$ cat config.mk
export PLATFORM = sky130hd
export DESIGN_NAME = rn_free_list
export DESIGN_NICKNAME = d
export VERILOG_FILES = /design/src/rtl/rn_free_list.sv
export SDC_FILE = /design/constraint.sdc
export NUM_CORES = 1
export LEC_CHECK = 0
export CORE_MARGIN = 1.5
export CORE_UTILIZATION = 55
export CTS_BUF_LIST = sky130_fd_sc_hd__clkbuf_4
export CTS_CLUSTER_DIAMETER = 30
export CTS_CLUSTER_SIZE = 16
export DETAILED_ROUTE_END_ITERATION = 12
export PLACE_DENSITY = 0.77
export SYNTH_ARGS = -nofsm -noshare
export SYNTH_HDL_FRONTEND = slang
export SYNTH_SLANG_ARGS = --single-unit
$ cat constraint.sdc
create_clock -name clk_i -period 20.8 [get_ports clk_i]
set_input_delay 4.16 -clock clk_i [delete_from_list [all_inputs] [get_ports clk_i]]
set_output_delay 4.16 -clock clk_i [all_outputs]
set_load 0.01 [all_outputs]
$ cat src/rtl/rn_free_list.sv
// rn_free_list: physical-register free list feeding the 4-wide rename stage (optional RN_FL_OVF_CHK_EN).
// Latency: allocation read is combinational (0 cycles); freed registers become allocatable next cycle.
// Backpressure: alloc_stall_o holds the whole rename group while free entries < requested destinations.
module rn_free_list #(
    parameter int PREG_NUM = 64,
    parameter int ARCH_NUM = 32,
    parameter int PREG_W   = 6,
    parameter int FL_DEPTH = PREG_NUM - ARCH_NUM,
    parameter int PTR_W    = $clog2(FL_DEPTH) + 1
) (
    input  logic              clk_i,
    input  logic              rst_i,
    input  logic              alloc_vld_i,
    input  logic              inst0_ard_vld_i,
    input  logic              inst1_ard_vld_i,
    input  logic              inst2_ard_vld_i,
    input  logic              inst3_ard_vld_i,
    output logic [PREG_W-1:0] inst0_prd_o,
    output logic [PREG_W-1:0] inst1_prd_o,
    output logic [PREG_W-1:0] inst2_prd_o,
    output logic [PREG_W-1:0] inst3_prd_o,
    output logic              alloc_stall_o,
    input  logic              free0_vld_i,
    input  logic              free1_vld_i,
    input  logic              free2_vld_i,
    input  logic              free3_vld_i,
    input  logic [PREG_W-1:0] free0_prd_i,
    input  logic [PREG_W-1:0] free1_prd_i,
    input  logic [PREG_W-1:0] free2_prd_i,
    input  logic [PREG_W-1:0] free3_prd_i,
    input  logic [2:0]        cmt_num_i,
    input  logic              flush_i,
    output logic [PTR_W-1:0]  fl_cnt_o,
    output logic              fl_err_o
);
    localparam int IDX_W = PTR_W - 1;
    localparam logic [PTR_W-1:0] DEPTH_P = PTR_W'(FL_DEPTH);

    logic [PREG_W-1:0] entry [FL_DEPTH];
    logic [PTR_W-1:0]  head, cmt_head, tail;

    logic [3:0]        ard_vld, free_vld;
    logic [PREG_W-1:0] free_prd [4];
    logic [PTR_W-1:0]  off [4];
    logic [PTR_W-1:0]  foff [4];
    logic [IDX_W-1:0]  rd_idx [4];
    logic [IDX_W-1:0]  wr_idx [4];
    logic [PTR_W-1:0]  req, nfree, cnt;
    logic [PTR_W-1:0]  cmt_head_nxt, tail_nxt, head_alloc, head_nxt;
    logic              stall, fire;

    assign ard_vld  = {inst3_ard_vld_i, inst2_ard_vld_i, inst1_ard_vld_i, inst0_ard_vld_i};
    assign free_vld = {free3_vld_i, free2_vld_i, free1_vld_i, free0_vld_i};
    assign free_prd[0] = free0_prd_i;
    assign free_prd[1] = free1_prd_i;
    assign free_prd[2] = free2_prd_i;
    assign free_prd[3] = free3_prd_i;

    // Prefix counts: read offset per renaming lane, compacted write slot per free lane.
    always_comb begin
        off[0]  = '0;
        foff[0] = '0;
        for (int k = 1; k < 4; k++) begin
            off[k]  = off[k-1]  + PTR_W'(ard_vld[k-1]);
            foff[k] = foff[k-1] + PTR_W'(free_vld[k-1]);
        end
        req   = off[3]  + PTR_W'(ard_vld[3]);
        nfree = foff[3] + PTR_W'(free_vld[3]);
        for (int k = 0; k < 4; k++) begin
            rd_idx[k] = IDX_W'(head + off[k]);
            wr_idx[k] = IDX_W'(tail + foff[k]);
        end
    end

    // Occupancy, all-or-nothing stall, and next pointer values (flush overrides allocation).
    always_comb begin
        cnt          = tail - head;
        stall        = alloc_vld_i & (req > cnt);
        fire         = alloc_vld_i & ~stall & ~flush_i;
        cmt_head_nxt = cmt_head + PTR_W'(cmt_num_i);
        tail_nxt     = tail + nfree;
        head_alloc   = fire ? head + req : head;
        head_nxt     = flush_i ? cmt_head_nxt : head_alloc;
    end

    assign inst0_prd_o   = entry[rd_idx[0]];
    assign inst1_prd_o   = entry[rd_idx[1]];
    assign inst2_prd_o   = entry[rd_idx[2]];
    assign inst3_prd_o   = entry[rd_idx[3]];
    assign alloc_stall_o = stall;
    assign fl_cnt_o      = cnt;

    // Pointer registers; the list starts full with tail one lap ahead of head.
    always_ff @(posedge clk_i or posedge rst_i) begin
        if (rst_i) begin
            head     <= '0;
            cmt_head <= '0;
            tail     <= DEPTH_P;
        end else begin
            head     <= head_nxt;
            cmt_head <= cmt_head_nxt;
            tail     <= tail_nxt;
        end
    end

    // Entry storage: reset to the non-architectural pregs, then compacted frees land at tail.
    always_ff @(posedge clk_i or posedge rst_i) begin
        if (rst_i) begin
            for (int i = 0; i < FL_DEPTH; i++) begin
                entry[i] <= PREG_W'(ARCH_NUM + i);
            end
        end else begin
            for (int k = 0; k < 4; k++) begin
                if (free_vld[k]) begin
                    entry[wr_idx[k]] <= free_prd[k];
                end
            end
        end
    end

`ifdef RN_FL_OVF_CHK_EN
    logic [PTR_W-1:0] cnt_nxt, cmt_gap;
    logic             err;

    // Overflow if the next count exceeds capacity; commit overrun if cmt_head goes beyond head.
    always_comb begin
        cnt_nxt = tail_nxt - head_nxt;
        cmt_gap = head_alloc - cmt_head_nxt;
    end

    // Sticky error; the offending update is still applied.
    always_ff @(posedge clk_i or posedge rst_i) begin
        if (rst_i) begin
            err <= 1'b0;
        end else if ((cnt_nxt > DEPTH_P) || (cmt_gap > DEPTH_P)) begin
            err <= 1'b1;
        end
    end

    assign fl_err_o = err;
`else
    assign fl_err_o = 1'b0;
`endif

endmodule

-- After elaboration in Yosys (flattened, before gate mapping)
Cells that the tools add are included.
- flip-flop bits (word level): 210
- input port bits: 39
- output and inout port bits: 32
- word-level logic and storage cells: 112
- add/subtract/negate cells: 16
- order comparisons: 13
- muxes and demuxes: 30
- bitwise gates (word level): 13
- reductions and logical operators: 5
- operators with widths (kind ; count):
    bitwise mux 192 bit ; 4
    two-way mux 192 bit ; 4
    binary-select mux 6 bit (select 5 bit) ; 4
    demux 6 bit (select 5 bit) ; 4
    two-way mux 6 bit ; 14
    greater-or-equal comparator 6 bit, second input constant ; 8
    NOT 5 -> 6 bit ; 8
    less-than comparator 6 x 1 -> 1 bit, second input constant ; 4
    adder 6 x 4 -> 6 bit ; 2
    adder 5 x 1 -> 5 bit ; 2
    adder 5 x 2 -> 5 bit ; 2
    adder 5 x 3 -> 5 bit ; 2
    adder 3 x 1 -> 4 bit ; 2
    adder 2 x 1 -> 3 bit ; 2
    adder 6 x 3 -> 6 bit ; 1
    > comparator 4 x 6 -> 1 bit ; 1
    subtractor 6 bit ; 1
    adder 1 x 1 -> 2 bit ; 2
    logical AND 1 bit ; 4
    bitwise AND 1 bit ; 3
    NOT 1 bit ; 2
    nonzero test 2 bit ; 1

-- Depth between registers and ports, before layout
- depth after elaboration: 13
- mapped depth: 13
- gate-level depth less buffers: 12

-- Least setup slack after synthesis
No wires, ideal clock.
- kind: input port to output port
- start: input port inst0_ard_vld_i
- end: output port inst3_prd_o[2]
- arrival: 7.210 ns
- required time: 16.640 ns
- slack: 9.430 ns
- stages: 8
- path buffers: 2
- path through: fa_1 ha_1 fa_1 buf_1 clkbuf_1 mux4_2 mux4_2 mux2_2
- cells in the longest elaborated chain, start to end: 7
- ends and longest elaborated chain (what ; RTL line ; RTL):
    from (decl) ; 14 ; input logic inst0_ard_vld_i,
    adder 1 x 1 -> 2 bit ; 64 ; off[k] = off[k-1] + PTR_W'(ard_vld[k-1]);
    adder 2 x 1 -> 3 bit ; 64 ;
    adder 5 x 3 -> 5 bit ; 70 ; rd_idx[k] = IDX_W'(head + off[k]);
    NOT 5 -> 6 bit (implied by the code) ; 89 ; assign inst3_prd_o = entry[rd_idx[3]];
    binary-select mux 6 bit (select 5 bit) ; 89 ;
    two-way mux 6 bit (implied by the code) (2 in a row) ; 89 ;
    to (decl) ; 21 ; output logic [PREG_W-1:0] inst3_prd_o,
Every way passes these cells. The select of a mux whose other input is x is not followed.

-- Final worst setup path
- start: input port inst0_ard_vld_i
- end: output port inst3_prd_o[5]
Same word-level chain as after synthesis.

==> summary.txt <==
Yosys
  • Gate Count Post-Synth: approximately 2.2k
  • Syn avg cell area: about 10 sq um
  • Distinct cells, synth: between 70 and 80
  • Seq/Total Area, Yosys: a little under a quarter
  • Warnings, synthesis: 0
  • Mapped cell area: ~23000 sq um
  • Leading post-synthesis cells by cell area: mux4_2, dfstp_2, dfrtp_1
  • Most frequent cells after synthesis: mux4_2, mux2_2, nand2_1
  • Yosys top cell by area: mux4_2
  • Post-synth top area share: a little under a quarter
  • Count leader, synth: mux4_2
  • Synth async-reset ratio: 100%
  • Leading register cell type out of synthesis: dfstp_2
  • Syn_nets: roughly 2.3k
  • Number of flops mapped to enable cells by yosys: 0
  • FF+latch count, synth: between 200 and 250

Cells and area
  • Final nets: approximately 2.2k
  • Layout cells sized above 1: a little over a third
  • Area grow syn2layout: 8.67%
  • Finished Layout Cells: between 2k and 3k
  • Fillers: 3318

STA
  • Hold_ws: just over 0.5 ns
  • Total negative setup slack: 0 ns
  • Skew final: 0.0967 ns
  • Crit path time final: between 10 and 15 ns
  • Final Hold Fails: 0
  • Period utilization: between 60% and 70%
  • Worst slew pin tran: between 1 and 1.5 ns
  • Max-slew violation count: 0
  • Setup-failing EPs final: 0
  • Max transition margin: under 10%
  • Achievable Freq: roughly 0.080 GHz
  • RSZ-0062 raised after global routing: false
  • Final worst slack: between 8 and 9 ns

Clock tree
  • Clock sinks: 210
  • Skew-Pair Late Insertion Delay: 0.89 ns
  • Clock transition at the registers of the reported paths: around 0.090 ns
  • Clock buffer depth: 3
  • TritonCTS clock tree: yes
  • Post-CTS setup buffer count: 0
  • Cts repair resizes: 0
  • Root buffer cell: clkbuf_4
  • Htree depth: 2
  • Hold_buf cts: 0
  • Num CTS Buffers: between 50 and 60

Pwr
  • Pleak: about 9.9 nW
  • Seq pwr share: 23.7%
  • Combinational power share: 66.0%
  • Pint: ~2.8 mW
  • Pwr dens: between 200 and 250 nW/um^2
  • Max IR drop VDD: around 0.00013 V
  • Clk pwr share: between 10% and 20%
  • NetSw: 2.36 mW
  • Switch share: between 40% and 50%

GRT
  • Largest net degree at the start of global routing: just over 90
  • Total track usage: a little under half
  • Initial antenna violation count: 13
  • Vias in the first global route: 21.1k
  • First-pass GRT wire length: 137000 um
  • GR Overflow Total: 0

Placement
  • Post-DP HPWL: 64000 um
  • Placed Instances: between 2k and 3k
  • Placer congestion estimate: 1.07
  • Port Buffers: just under 70
  • Worst slack, placed: ~8.3 ns

Route
  • DR WL/cell: around 34 um
  • Post-DRT Antenna Nets: 0
  • DR vias: about 21k
  • Drc violations: 0
  • DR vias/cell: ~7.7
  • WL final: just over 90000 um
  • Drt first pass iters: 9
  • Initial DRC count: around 2.9k

Floorplan
  • Starting density of the core: between 50 and 60%
  • Die area: between 40000 and 50000 sq um
  • Width of the chip: 206 um
  • # rows: 74
  • IO Pins: between 70 and 80
  • Placeable Area: between 40000 and 50000 sq um
  • Die Y: 206 um

Critical path
  • Worst endpoint required time: between 15 and 20 ns
  • Nature of the critical path startpoint: primary input
  • R2R depth: 11
  • Maximum fanout along the worst path: 48
  • Critical Path Sink Type: primary output
  • CP arrival: about 8.4 ns
  • Setup CP Type: primary input to primary output

Run
  • Max Cap Viol: 0

Status
  • Outcome: finished, final reports clean

Worst hold path
  • Hold Crit Class: flop to flop
  • WHS Path Cells: 1
-- through the flow --
step	instance area, sq um	total power, mW	utilization (%)
after floorplan	22700	3.38	-
after global placement	23600	4.42	57.9
after detailed placement	23600	4.51	57.9
after CTS	24600	5.05	60.4
after global routing	24600	5.38	60.4
final	24600	5.19	60.4
-- registers in the layout, indices dropped and copies added (netlist names) --
name	count
cmt_head	6
head	6
entry	192
tail	6
-- power by group through the flow --
stage               Combinational, mW  Clock [mW]  Sequential, mW
CTS                              3.36       0.529            1.16
detailed placement               3.34           0            1.17
floorplan                        2.52           0           0.856
finish                           3.43       0.530            1.23
global placement                 3.26           0            1.16
global route                     3.61       0.552            1.21
-- layout make-up --
type / count / area, sq um / area share [%]
Antenna cell: 4 / 10.0 / 0.0407
Clock buffer: 70 / 526 / 2.14
Clock inverter: 40 / 490 / 1.99
Inverter: 27 / 109 / 0.442
Multi-Input combinational cell: 1721 / 16400 / 66.4
Sequential cell: 210 / 5400 / 21.9
Tap cell: 532 / 666 / 2.70
Timing Repair Buffer: 118 / 1060 / 4.30
-- path summary, 6_finish.rpt --
kind / start / end / slack [ns]
min reg2reg: cmt_head[0]$_DFF_PP0_ / cmt_head[0]$_DFF_PP0_ / 0.51
max in group asynchronous: rst_i / entry[74]$_DFF_PP0_ / 14.80
max: inst0_ard_vld_i / inst3_prd_o[5] / 8.22
min in group asynchronous: rst_i / entry[138]$_DFF_PP0_ / 3.82
max reg2reg: head[1]$_DFFE_PP0P_ / head[5]$_DFFE_PP0P_ / 16.74
min: cmt_head[0]$_DFF_PP0_ / cmt_head[0]$_DFF_PP0_ / 0.51
-- per-layer routing --
layer	routed length, um	GRT usage (%)	vias up	share of wire (%)
li1	-	-	8283	-
met1	30600	52.5	10100	33
met2	39100	63.6	1906	42
met3	15800	23.0	608	17
met4	7630	31.9	14	8.2
met5	263	3.21	-	0.28
-- cells by family after synthesis --
group	after synthesis	synth area share, %
flops	210	23.8
other cells	1	0.0166
fa+ha+maj	47	2.96
compound gates	327	9.83
mux	671	44.4
simple gates	647	13.5
xor+xnor	28	1.12
buf+inv	241	4.42
-- layout by cell type (no fill, tap or decap), types with 10 or more instances in the layout --
cell,synthesis,routed
mux2i_1,170,170
dfstp_2,113,113
clkinv_2,0,14
ha_1,36,32
a31oi_1,52,52
o211ai_1,77,77
a21oi_1,62,62
nand3_1,151,151
mux2_1,44,44
clkdlybuf4s50_1,0,69
or3_1,14,14
mux2_2,215,215
mux4_2,240,240
nor2_1,167,167
clkbuf_4,0,70
bufinv_16,0,11
dfrtp_1,97,95
a211o_1,24,24
nor3_1,24,22
a21oi_2,10,10
buf_4,6,49
xnor2_1,22,17
o21ai_1,52,52
nand2_1,202,202
inv_1,24,23
-- worst max-delay path, cell delays in order --
cell and delay (ns):
clkdlybuf4s50_1 0.51, fa_1 0.59, ha_4 0.20, fa_2 0.53
buf_4 0.55, mux4_2 0.58, mux4_2 0.47, mux2_2 0.30
clkdlybuf4s50_1 0.49
No activity file was read; power rests on OpenSTA's default activity.
